$ cat config.mk
export PLATFORM = sky130hd
export DESIGN_NAME = vga_scan_reader
export DESIGN_NICKNAME = d
export VERILOG_FILES = /design/src/rtl/vga_scan_reader.sv
export SDC_FILE = /design/constraint.sdc
export NUM_CORES = 1
export LEC_CHECK = 0
export ABC_AREA = 1
export ABC_CLOCK_PERIOD_IN_PS = 2250
export CAP_MARGIN = 20
export CORE_MARGIN = 2
export CORE_UTILIZATION = 50
export DETAILED_ROUTE_END_ITERATION = 8
export HOLD_SLACK_MARGIN = 0.08
export PLACE_DENSITY_LB_ADDON = 0.1
export SLEW_MARGIN = 5
export SYNTH_ARGS = -nofsm -noshare
export SYNTH_HDL_FRONTEND = slang
export SYNTH_SLANG_ARGS = --single-unit
$ cat constraint.sdc
create_clock -name clk -period 2.25 [get_ports clk]
set_input_delay 0.45 -clock clk [delete_from_list [all_inputs] [get_ports clk]]
set_output_delay 0.45 -clock clk [all_outputs]
set_load 0.01 [all_outputs]
$ cat src/rtl/vga_scan_reader.sv
`default_nettype none
// ============================================================================
// Module   : vga_scan_reader
// Brief    : VGA 640x480@60 timing plus frame-buffer scan-out with registered
//            pixel/sync outputs. Build macro VGA_SCALE2X_EN selects 2x pixel
//            doubling of the 320x240 buffer; without it the image maps 1:1.
// Revision : 1.0
// ============================================================================
module vga_scan_reader #(
    parameter int CLK_DIV  = 2,
    parameter int H_ACTIVE = 640,
    parameter int H_FP     = 16,
    parameter int H_SYNC   = 96,
    parameter int H_BP     = 48,
    parameter int V_ACTIVE = 480,
    parameter int V_FP     = 10,
    parameter int V_SYNC   = 2,
    parameter int V_BP     = 33
) (
    input  logic        clk,
    input  logic        rst,
    input  logic [11:0] pixel_out,
    output logic [7:0]  row_read,
    output logic [8:0]  col_read,
    output logic [3:0]  vga_r,
    output logic [3:0]  vga_g,
    output logic [3:0]  vga_b,
    output logic        vga_hs,
    output logic        vga_vs,
    output logic        frame_start
);

    localparam int H_TOTAL = H_ACTIVE + H_FP + H_SYNC + H_BP;
    localparam int V_TOTAL = V_ACTIVE + V_FP + V_SYNC + V_BP;
    // Counters are at least wide enough to slice the buffer address bits.
    localparam int HW = ($clog2(H_TOTAL) > 10) ? $clog2(H_TOTAL) : 10;
    localparam int VW = ($clog2(V_TOTAL) > 9) ? $clog2(V_TOTAL) : 9;
    localparam int DW = (CLK_DIV > 1) ? $clog2(CLK_DIV) : 1;

    localparam logic [DW-1:0] C_DIV_LAST = DW'(CLK_DIV - 1);
    localparam logic [HW-1:0] C_H_LAST   = HW'(H_TOTAL - 1);
    localparam logic [HW-1:0] C_H_ACT    = HW'(H_ACTIVE);
    localparam logic [HW-1:0] C_HS_START = HW'(H_ACTIVE + H_FP);
    localparam logic [HW-1:0] C_HS_END   = HW'(H_ACTIVE + H_FP + H_SYNC);
    localparam logic [VW-1:0] C_V_LAST   = VW'(V_TOTAL - 1);
    localparam logic [VW-1:0] C_V_ACT    = VW'(V_ACTIVE);
    localparam logic [VW-1:0] C_VS_START = VW'(V_ACTIVE + V_FP);
    localparam logic [VW-1:0] C_VS_END   = VW'(V_ACTIVE + V_FP + V_SYNC);
`ifndef VGA_SCALE2X_EN
    localparam logic [HW-1:0] C_IMG_W    = HW'(320);
    localparam logic [VW-1:0] C_IMG_H    = VW'(240);
`endif

    logic [DW-1:0] div_q, div_d;
    logic [HW-1:0] h_cnt_q, h_cnt_d;
    logic [VW-1:0] v_cnt_q, v_cnt_d;
    logic [11:0]   rgb_q, rgb_d;
    logic          hs_q, hs_d;
    logic          vs_q, vs_d;

    logic          w_tick;
    logic          w_active;
    logic          w_in_img;
    logic          w_hs_n;
    logic          w_vs_n;

    always_comb begin
        w_tick  = (div_q == C_DIV_LAST);
        div_d   = w_tick ? '0 : div_q + 1'b1;
        h_cnt_d = h_cnt_q;
        v_cnt_d = v_cnt_q;
        if (w_tick) begin
            if (h_cnt_q == C_H_LAST) begin
                h_cnt_d = '0;
                v_cnt_d = (v_cnt_q == C_V_LAST) ? '0 : v_cnt_q + 1'b1;
            end else begin
                h_cnt_d = h_cnt_q + 1'b1;
            end
        end
    end

    always_comb begin
        w_active = (h_cnt_q < C_H_ACT) && (v_cnt_q < C_V_ACT);
        w_hs_n   = !((h_cnt_q >= C_HS_START) && (h_cnt_q < C_HS_END));
        w_vs_n   = !((v_cnt_q >= C_VS_START) && (v_cnt_q < C_VS_END));
`ifdef VGA_SCALE2X_EN
        w_in_img = w_active;
        row_read = w_in_img ? v_cnt_q[8:1] : 8'd0;
        col_read = w_in_img ? h_cnt_q[9:1] : 9'd0;
`else
        w_in_img = w_active && (h_cnt_q < C_IMG_W) && (v_cnt_q < C_IMG_H);
        row_read = w_in_img ? v_cnt_q[7:0] : 8'd0;
        col_read = w_in_img ? h_cnt_q[8:0] : 9'd0;
`endif
    end

    // Colour and sync are captured from the same scan position, one tick late.
    always_comb begin
        rgb_d = rgb_q;
        hs_d  = hs_q;
        vs_d  = vs_q;
        if (w_tick) begin
            rgb_d = w_in_img ? pixel_out : 12'd0;
            hs_d  = w_hs_n;
            vs_d  = w_vs_n;
        end
    end

    always_ff @(posedge clk or posedge rst) begin
        if (rst) begin
            div_q   <= '0;
            h_cnt_q <= '0;
            v_cnt_q <= '0;
            rgb_q   <= 12'd0;
            hs_q    <= 1'b1;
            vs_q    <= 1'b1;
        end else begin
            div_q   <= div_d;
            h_cnt_q <= h_cnt_d;
            v_cnt_q <= v_cnt_d;
            rgb_q   <= rgb_d;
            hs_q    <= hs_d;
            vs_q    <= vs_d;
        end
    end

    // Gated by rst so a permanently high tick (CLK_DIV=1) cannot pulse in reset.
    assign frame_start = w_tick && (h_cnt_q == '0) && (v_cnt_q == '0) && !rst;

    assign vga_r  = rgb_q[11:8];
    assign vga_g  = rgb_q[7:4];
    assign vga_b  = rgb_q[3:0];
    assign vga_hs = hs_q;
    assign vga_vs = vs_q;

endmodule
`default_nettype wire

# Word-level counts from Yosys, hierarchy flattened
# Cells that the tools add are included.
[totals]
ff_bits = 35
elab_cells = 39
[op_classes]
n_addsub = 3
magnitude_cmp = 8
mux = 6
n_reduce_logical = 14
eq_ne = 2
[ops]
columns = ["cell", "n"]
rows = [
  ["$lt A10 B9 Y1 const B", 3],
  ["$add A10 B1 Y10 const B", 2],
  ["$eq A10 B10 Y1 const B", 2],
  ["$logic_not A10 Y1", 2],
  ["$lt A10 B10 Y1 const B", 2],
  ["$mux W10", 2],
  ["$mux W12", 1],
  ["$ge A10 B10 Y1 const B", 1],
  ["$ge A10 B9 Y1 const B", 1],
  ["$lt A10 B8 Y1 const B", 1],
  ["$mux W9", 1],
  ["$logic_and A1 B1 Y1", 8],
  ["$mux W8", 1],
  ["$logic_not A1 Y1", 3],
  ["$reduce_and A2 Y1", 1],
  ["$add A1 B1 Y1 const B", 1],
  ["$mux W1", 1],
]

# Longest topological paths before layout
# Gate-level depths: netlist (run 1).
[depth]
ltp_word = 5
ltp_mapped = 8
mapped_depth_nobuf = 7

# Least setup slack after synthesis (run 1)
# No wires, ideal clock.
[synth_timing]
path_type = "input -> output"
from = "in rst"
to = "out frame_start"
path_stages = 3
slack_ps = -29
path_buffers = 0
t_arrival_ps = 1829
t_required_ps = 1800
path_cell_list = "inv_1 > nand3_1 > nor4_1"
[synth_between]
elab_chain_cells = 2
[synth_lines]
columns = ["item", "line_no", "rtl"]
rows = [
  ["from (decl)", "21", "input logic rst,"],
  ["$logic_not A1 Y1", "128", "assign frame_start = w_tick && (h_cnt_q == '0) && (v_cnt_q == '0) && !rst;"],
  ["$logic_and A1 B1 Y1", "128", ""],
  ["to (decl)", "30", "output logic frame_start"],
]
# Every way passes these cells.

# Final worst setup path (run 1)
[layout_timing]
from = "reg h_cnt_q[6]"
to = "out col_read[1]"
[layout_between]
elab_chain_cells = 5
[layout_lines]
columns = ["item", "line_no", "rtl"]
rows = [
  ["from (decl)", "55", "logic [HW-1:0] h_cnt_q, h_cnt_d;"],
  ["from (signal assigned)", "119", "h_cnt_q <= h_cnt_d;"],
  ["$lt A10 B10 Y1", "83", "w_active = (h_cnt_q < C_H_ACT) && (v_cnt_q < C_V_ACT);"],
  ["$logic_and A1 B1 Y1", "83", ""],
  ["$logic_and A1 B1 Y1 * (2 in series)", "91", "w_in_img = w_active && (h_cnt_q < C_IMG_W) && (v_cnt_q < C_IMG_H);"],
  ["$mux W9 *", "93", "col_read = w_in_img ? h_cnt_q[8:0] : 9'd0;"],
  ["to (decl)", "24", "output logic [8:0] col_read,"],
]
# Every way passes the cells marked *; elsewhere a longest branch is shown, timed or not.

==> results of run 1 <==
worst reg2reg max path, stage by stage, from the launching register on:
cell     delay (ns)
dfrtp_1        0.38
ha_1           0.21
nand3_2        0.14
inv_1          0.13
nand4_2        0.35
nand2_1        0.19
o21ai_2        0.07
synthesized netlist by cell type, types with 3 or more instances:
cell type	instances	area (um^2)
nand2_1	63	236
dfrtp_1	33	826
inv_1	33	124
nor2_1	25	93.8
o21ai_0	24	120
nand3_1	17	85.1
nor2_2	13	81.3
nand4_1	8	50.1
xor2_1	6	52.6
buf_2	4	20.0
ha_1	4	50.1
o21ai_2	4	35.0
inv_2	3	11.3
nand3_2	3	30.0
nor3_1	3	15.0
per-stage QoR:
stage               std cells  cell area, um^2  hold slack (ns)  setup slack, ns
finish                    367             2660            0.484            0.128
global route              367             2660            0.514          0.00788
CTS                       367             2660            0.490            0.126
detailed placement        358             2550            0.472          -0.0979
global placement          358             2550            0.466          -0.0919
floorplan                 260             2010            0.401            0.361
area by class of cell:
cell class              instances  area, um^2  area share (%)
clock buffers                   6        82.6            3.11
clock inverters                 2        35.0            1.32
inverters                      36         139            5.23
multi-input cells             180         926            34.8
flip-flops and latches         35         878            33.1
well taps                      50        62.6            2.35
repair buffers                 58         534            20.1
logic make-up after synthesis:
logic type | count (synthesis) | share of synthesized area, %
flops | 35 | 43.7
fa+ha+maj | 4 | 2.49
buf+inv | 45 | 10.2
compound gates | 33 | 9.41
simple gates | 137 | 31.6
xor+xnor | 6 | 2.62
sequential cells by signal, summed over array words and instances (netlist names):
signal   count
div_q        1
h_cnt_q     10
rgb_q       12
v_cnt_q     10
vga_hs       1
vga_vs       1
per-layer routing:
metal / global-route usage, % / share of wire [%] / vias to the layer above / wire, um
met4: 9.69 / 1.6 / 0 / 73
met5: 0 / 0 / - / 0
met1: 30.5 / 46 / 845 / 2120
met2: 34.5 / 48 / 41 / 2250
li1: - / - / 933 / -
met3: 4.50 / 4.4 / 8 / 205
where the power goes:
group          switching [W]  leakage, nW  internal [W]
clock network       0.000230       0.0612      0.000359
logic              0.0000300        0.805     0.0000445
registers         0.00000553        0.440      0.000640
cell usage in the layout, fill, tap and decap left out, types with 6 or more instances in the layout:
cell,count
dlygate4sd2_1,17
xor2_1,6
clkdlybuf4s50_1,27
nor2_2,13
nand3_1,17
o21ai_0,24
clkbuf_8,6
nand2_1,63
buf_4,12
nor2_1,25
nand4_1,8
dfrtp_1,33
inv_1,32
repair_timing:
action | CTS | global route
gates resized for setup | 20 | 1
setup endpoints to repair | 17 | 1
setup buffers | 1 | 0
worst max path at each step:
stage	slack, ns	end
after global routing	0.008	row_read[3]
final	0.13	col_read[1]
after detailed placement	-0.1	frame_start
after global placement	-0.09	frame_start
after CTS	0.13	row_read[0]
after floorplan	0.36	frame_start
==> summary.txt, run 1 <==
Status
  – Status: finished clean

Yosys
  – Synth cell types: 28
  – Syn Area/Cell: 7.72 um^2
  – Cell area after synthesis: 0.00201 mm^2
  – Post-Synthesis Cells: between 200 and 300
  – Syn Nets: around 280
  – Number of synthesized flops with an enable pin: 0
  – Seq cells post-synth: 35
  – Post-synthesis sequential area ratio: 43.7%
  – Synth Warn #: 0
  – Ys async rst share: 100%
  – Top_reg_cell synth: dfrtp_1

Pwr
  – Final Power: ~0.0013 W
  – VDD IR max: 0.000430 V
  – Power Density: 492 mW/mm^2
  – Leak: 1.31 nW

Detailed routing
  – Detailed Routing Iterations Pass 1: 4
  – Initial DRC count: 78
  – Post-route ant nets: 0
  – Total routed wirelength: 4.65 mm
  – DRC: 0
  – WL/cell: 12.7 um
  – Vias: between 1.5k and 2k
  – Vias/cell: roughly 5

Worst setup path
  – Reg2reg setup slack: 0.68 ns
  – CP delay by family, top: buffers and inverters
  – R2R Path End: v_cnt_q[2]$_DFFE_PP0P_
  – R2r worst-path depth: 6
  – Critical path startpoint: h_cnt_q[6]$_DFFE_PP0P_
  – CP Launch Type: flip-flop
  – Required time of the critical path: 1.80 ns
  – Slowest cell on crit path: dfrtp_1
  – Worst path arrival time: 1.67 ns
  – Crit end category: primary output
  – Critical R2R Launch: h_cnt_q[1]$_DFFE_PP0P_
  – Max incr delay on CP: 0.43 ns
  – CP cell instances: inv_2 -> nand2_2 -> a21oi_2 -> nand3_2 -> buf_8 -> nor2_2 -> dlygate4sd2_1
  – Setup CP Type: flip-flop to primary output
  – Buf+Inv Stages, Crit Path: 3
  – Worst-path fanout max: 12
  – CP Depth: 7

Floorplanning
  – Rows: 23
  – Starting density of the core: between 50 and 60%
  – DIE WIDTH: 67.4 um
  – Core box area: just under 0.004 mm^2
  – Die area: 0.00454 mm^2
  – Die Span Y: 67.4 um
  – Io pins: 46

Global routing
  – GR Overflow Total: 0
  – Pin count of the biggest net entering global routing: 36
  – Initial antenna violation count: 0
  – GRT Overall Usage: 22.4%
  – Number of global-route vias before repair: ~1.6k
  – First-pass GRT wire length: 7.49 mm

STA
  – Pin slew with the least headroom to its limit: around 0.44 ns
  – Fmax: 0.471 GHz
  – Slew headroom: a little over two thirds
  – Tcrit/Tclk final: 94.3%
  – Fin. Hold Viols: 0
  – Fin. max-slew vios: 0
  – Final setup skew: 0.00583 ns
  – RSZ-0062 raised after global routing: no
  – Crit path time final: 2.12 ns
  – Setup TNS: 0 ns
  – Setup-violating endpoint count in the final report: 0

Final layout
  – Post-layout net count: 334
  – Syn-to-layout area delta: 32.3%
  – Share of layout cells above drive strength 1: 16.1%
  – Fillers: 348
  – Final core utilization: 67.4%
  – Diode count: 0

CTS
  – Cts-stage hold buffer count: 0
  – Root Buffer: clkbuf_8
  – Htree depth: 2
  – Clk_lat worst skew: 0.29 ns
  – Clock slew at reported path FFs: 0.07 ns
  – Total CTS buffers: 5
  – # clock sinks: 35
  – TritonCTS clock tree: yes
  – Clk buf depth: 2

Worst hold path
  – WHS Endpoint: rgb_q[10]$_DFFE_PP0P_
  – Min-Delay Path Class: flip-flop to flip-flop
  – Hold Crit Start: rgb_q[10]$_DFFE_PP0P_
  – Worst Hold Path Cells: 2

Placed design
  – Detailed placer's ending HPWL: 3.36 mm
  – GP Congestion: 0.843
  – PortBufs: 45

Run
  – Max Cap Violations: 0
No activity file was read; power rests on OpenSTA's default activity.
==> inputs of run 2 (changes only) <==
CTS_CLUSTER_SIZE = 12   (was not set)
==> results of run 2 <==
Final layout, timing and power as in run 1 (identical DEF).
==> patch (flow settings as in run 1) <==
Add a define of `VGA_SCALE2X_EN`.
--- a/src/rtl/vga_scan_reader.sv
+++ b/src/rtl/vga_scan_reader.sv
@@ -6,6 +6,8 @@
 //            doubling of the 320x240 buffer; without it the image maps 1:1.
 // Revision : 1.0
 // ============================================================================
+`define VGA_SCALE2X_EN
+
 module vga_scan_reader #(
     parameter int CLK_DIV  = 2,
     parameter int H_ACTIVE = 640,
Formal check against the unedited RTL: not equivalent (Yosys sat finds a counterexample within 4 cycles, from zero or initial values and one cycle with rst high).
==> patch against run 1 <==
  * Wire length fell by 0.54%
  * Register-to-register slack better by 0.12 ns
  * Clock skew shrank 0.0017 ns
  * Die area is 1.6% lower
  * Worst setup slack gained 0.0066 ns
  * Sequential cell count stayed put
  * Hold slack gained 0.0049 ns
  * Synthesized area shrank 1.7%
  * Design area is 2.3% lower
  * First-iteration DRC count increased by 110%
  * Global-route usage grew 0.90 points
  * Count of clock-buffer cells in the layout unchanged
  * Power down 11%
  * Largest power group unchanged
==> patch: results (changes against run 1) <==
Global routing
  • First-pass GRT wire length: 7660 um (+2.3%)
  • Vias in the first global route: 1695 (+3.8%)
  • Gr usage total: 0.233 (+0.00897)

Synthesis
  • Synth area leaders: dfrtp_1, nand2_1, nor2_1
  • Most instantiated cells after synthesis: nand2_1, nor2_1, dfrtp_1
  • Yosys cell types: 27 (-3.6%)
  • Post-Syn Nets: 286 (+2.9%)
  • Synth Area in Adders: 0.0254 (+0.000442)
  • Compound-Gate Fraction of Synth Area: 0.0419 (-0.0522)
  • XOR/XNOR Fraction of Synth Area: 0.0222 (-0.00397)
  • Register area share after synthesis: 0.445 (+0.00777)

Power and ir drop
  • Total power: 0.00117 W (-11%)
  • LEAKAGE: 1.36 nW (+4.4%)
  • Worst VDD drop: 361 uV (-16%)

Timing
  • Tightest Pin Transition: 0.448 ns (+0.00358 ns)
  • Worst setup margin: 0.134 ns (+0.00663 ns)
  • Setup Skew: 0.00416 ns (-0.00167 ns)

Status
  • Status: finished clean

Final layout
  • NumNets Final: 344 (+3.0%)
  • Layout cells sized above 1: 0.125 (-0.0355)

Placed design
  • HPWL after DPL: 3290 um (-2.3%)
  • GPL Wtd Cong: 0.889 (+5.6%)
  • Dpl ws: -0.0988 ns (-0.000932 ns)

Drt
  • Drt initial violations: 167 (+110%)
  • Wire per inst: 12.3 um (-2.7%)
  • Post-detailed-route via-to-cell ratio: 4.98 (about the same)

Setup path
  • Setup crit end: col_read[0]
  • Critical path peak fanout: 17 (+5)
  • Reg2Reg Setup Slack: 0.80 ns (+0.12 ns)

Clock tree
  • Clk pin slew, worst setup/hold paths: 0.07 ns (about the same)

Hold path
  • Hold EP: rgb_q[2]$_DFFE_PP0P_
  • Hold Crit Start: rgb_q[2]$_DFFE_PP0P_
## patch: cell types whose count changed after synthesis, moves of 4 or more
cell,change
inv_1,-4
nand4_1,-4
nor2_1,+21
nand2_1,+4
nor3_1,+6
o21ai_2,-4
nor2_2,-8
nand3_1,+9
o21ai_0,-18
## patch: area by class of cell
cell class                 count  area (um2)
inverter                      34         130
multi-input combinational    193         928
fill                         328        1120
tap                           48        60.1
clock inverter                 2        12.5
timing repair buffer          57         514
sequential                    35         878
clock buffer                   6        72.6
## patch: per-layer routing
| metal | up-vias | wire length, um | global-route usage |
|---|---|---|---|
| met4 | 0 | 76 | 0.0689 |
| met1 | 840 | 2180 | 0.308 |
| met5 | - | 0 | 0 |
| met3 | 10 | 266 | 0.0625 |
| met2 | 60 | 2100 | 0.373 |
| li1 | 956 | - | - |
## patch: kinds of logic after synthesis
kind of cell,after synthesis
simple gates,168
buf+inv,40
flops,35
compound gates,16
xor+xnor,5
fa+ha+maj,4
## patch: tightest hold or removal path: cells and delay by family, from the launching register on
family,cells,cell delay (ns)
DFF,1,0.35
and+or+nand+nor,2,0.10
## patch: metrics by stage
step,std cells,util,instance area (um2),hold slack [ns]
6_report,375,0.699,2600,0.489
4_1_cts,375,0.698,2590,0.493
5_1_grt,375,0.699,2600,0.514
3_5_place_dp,363,0.673,2500,0.465
3_3_place_gp,363,0.673,2500,0.467
2_1_floorplan,268,-,1970,0.491
## patch: report_power, final
part | leakage, nW | switching [W] | total [W] | internal, W
clock network | 0.0412 | 0.000233 | 0.000449 | 0.000216
logic | 0.882 | 0.0000303 | 0.0000750 | 0.0000448
registers | 0.440 | 0.00000651 | 0.000647 | 0.000640
## patch: timing repair
action | in CTS | in global routing
endpoints found under the setup margin | 18 | 1
resized for setup | 18 | 3
setup buffers | 4 | 0
gates cloned | 0 | 0
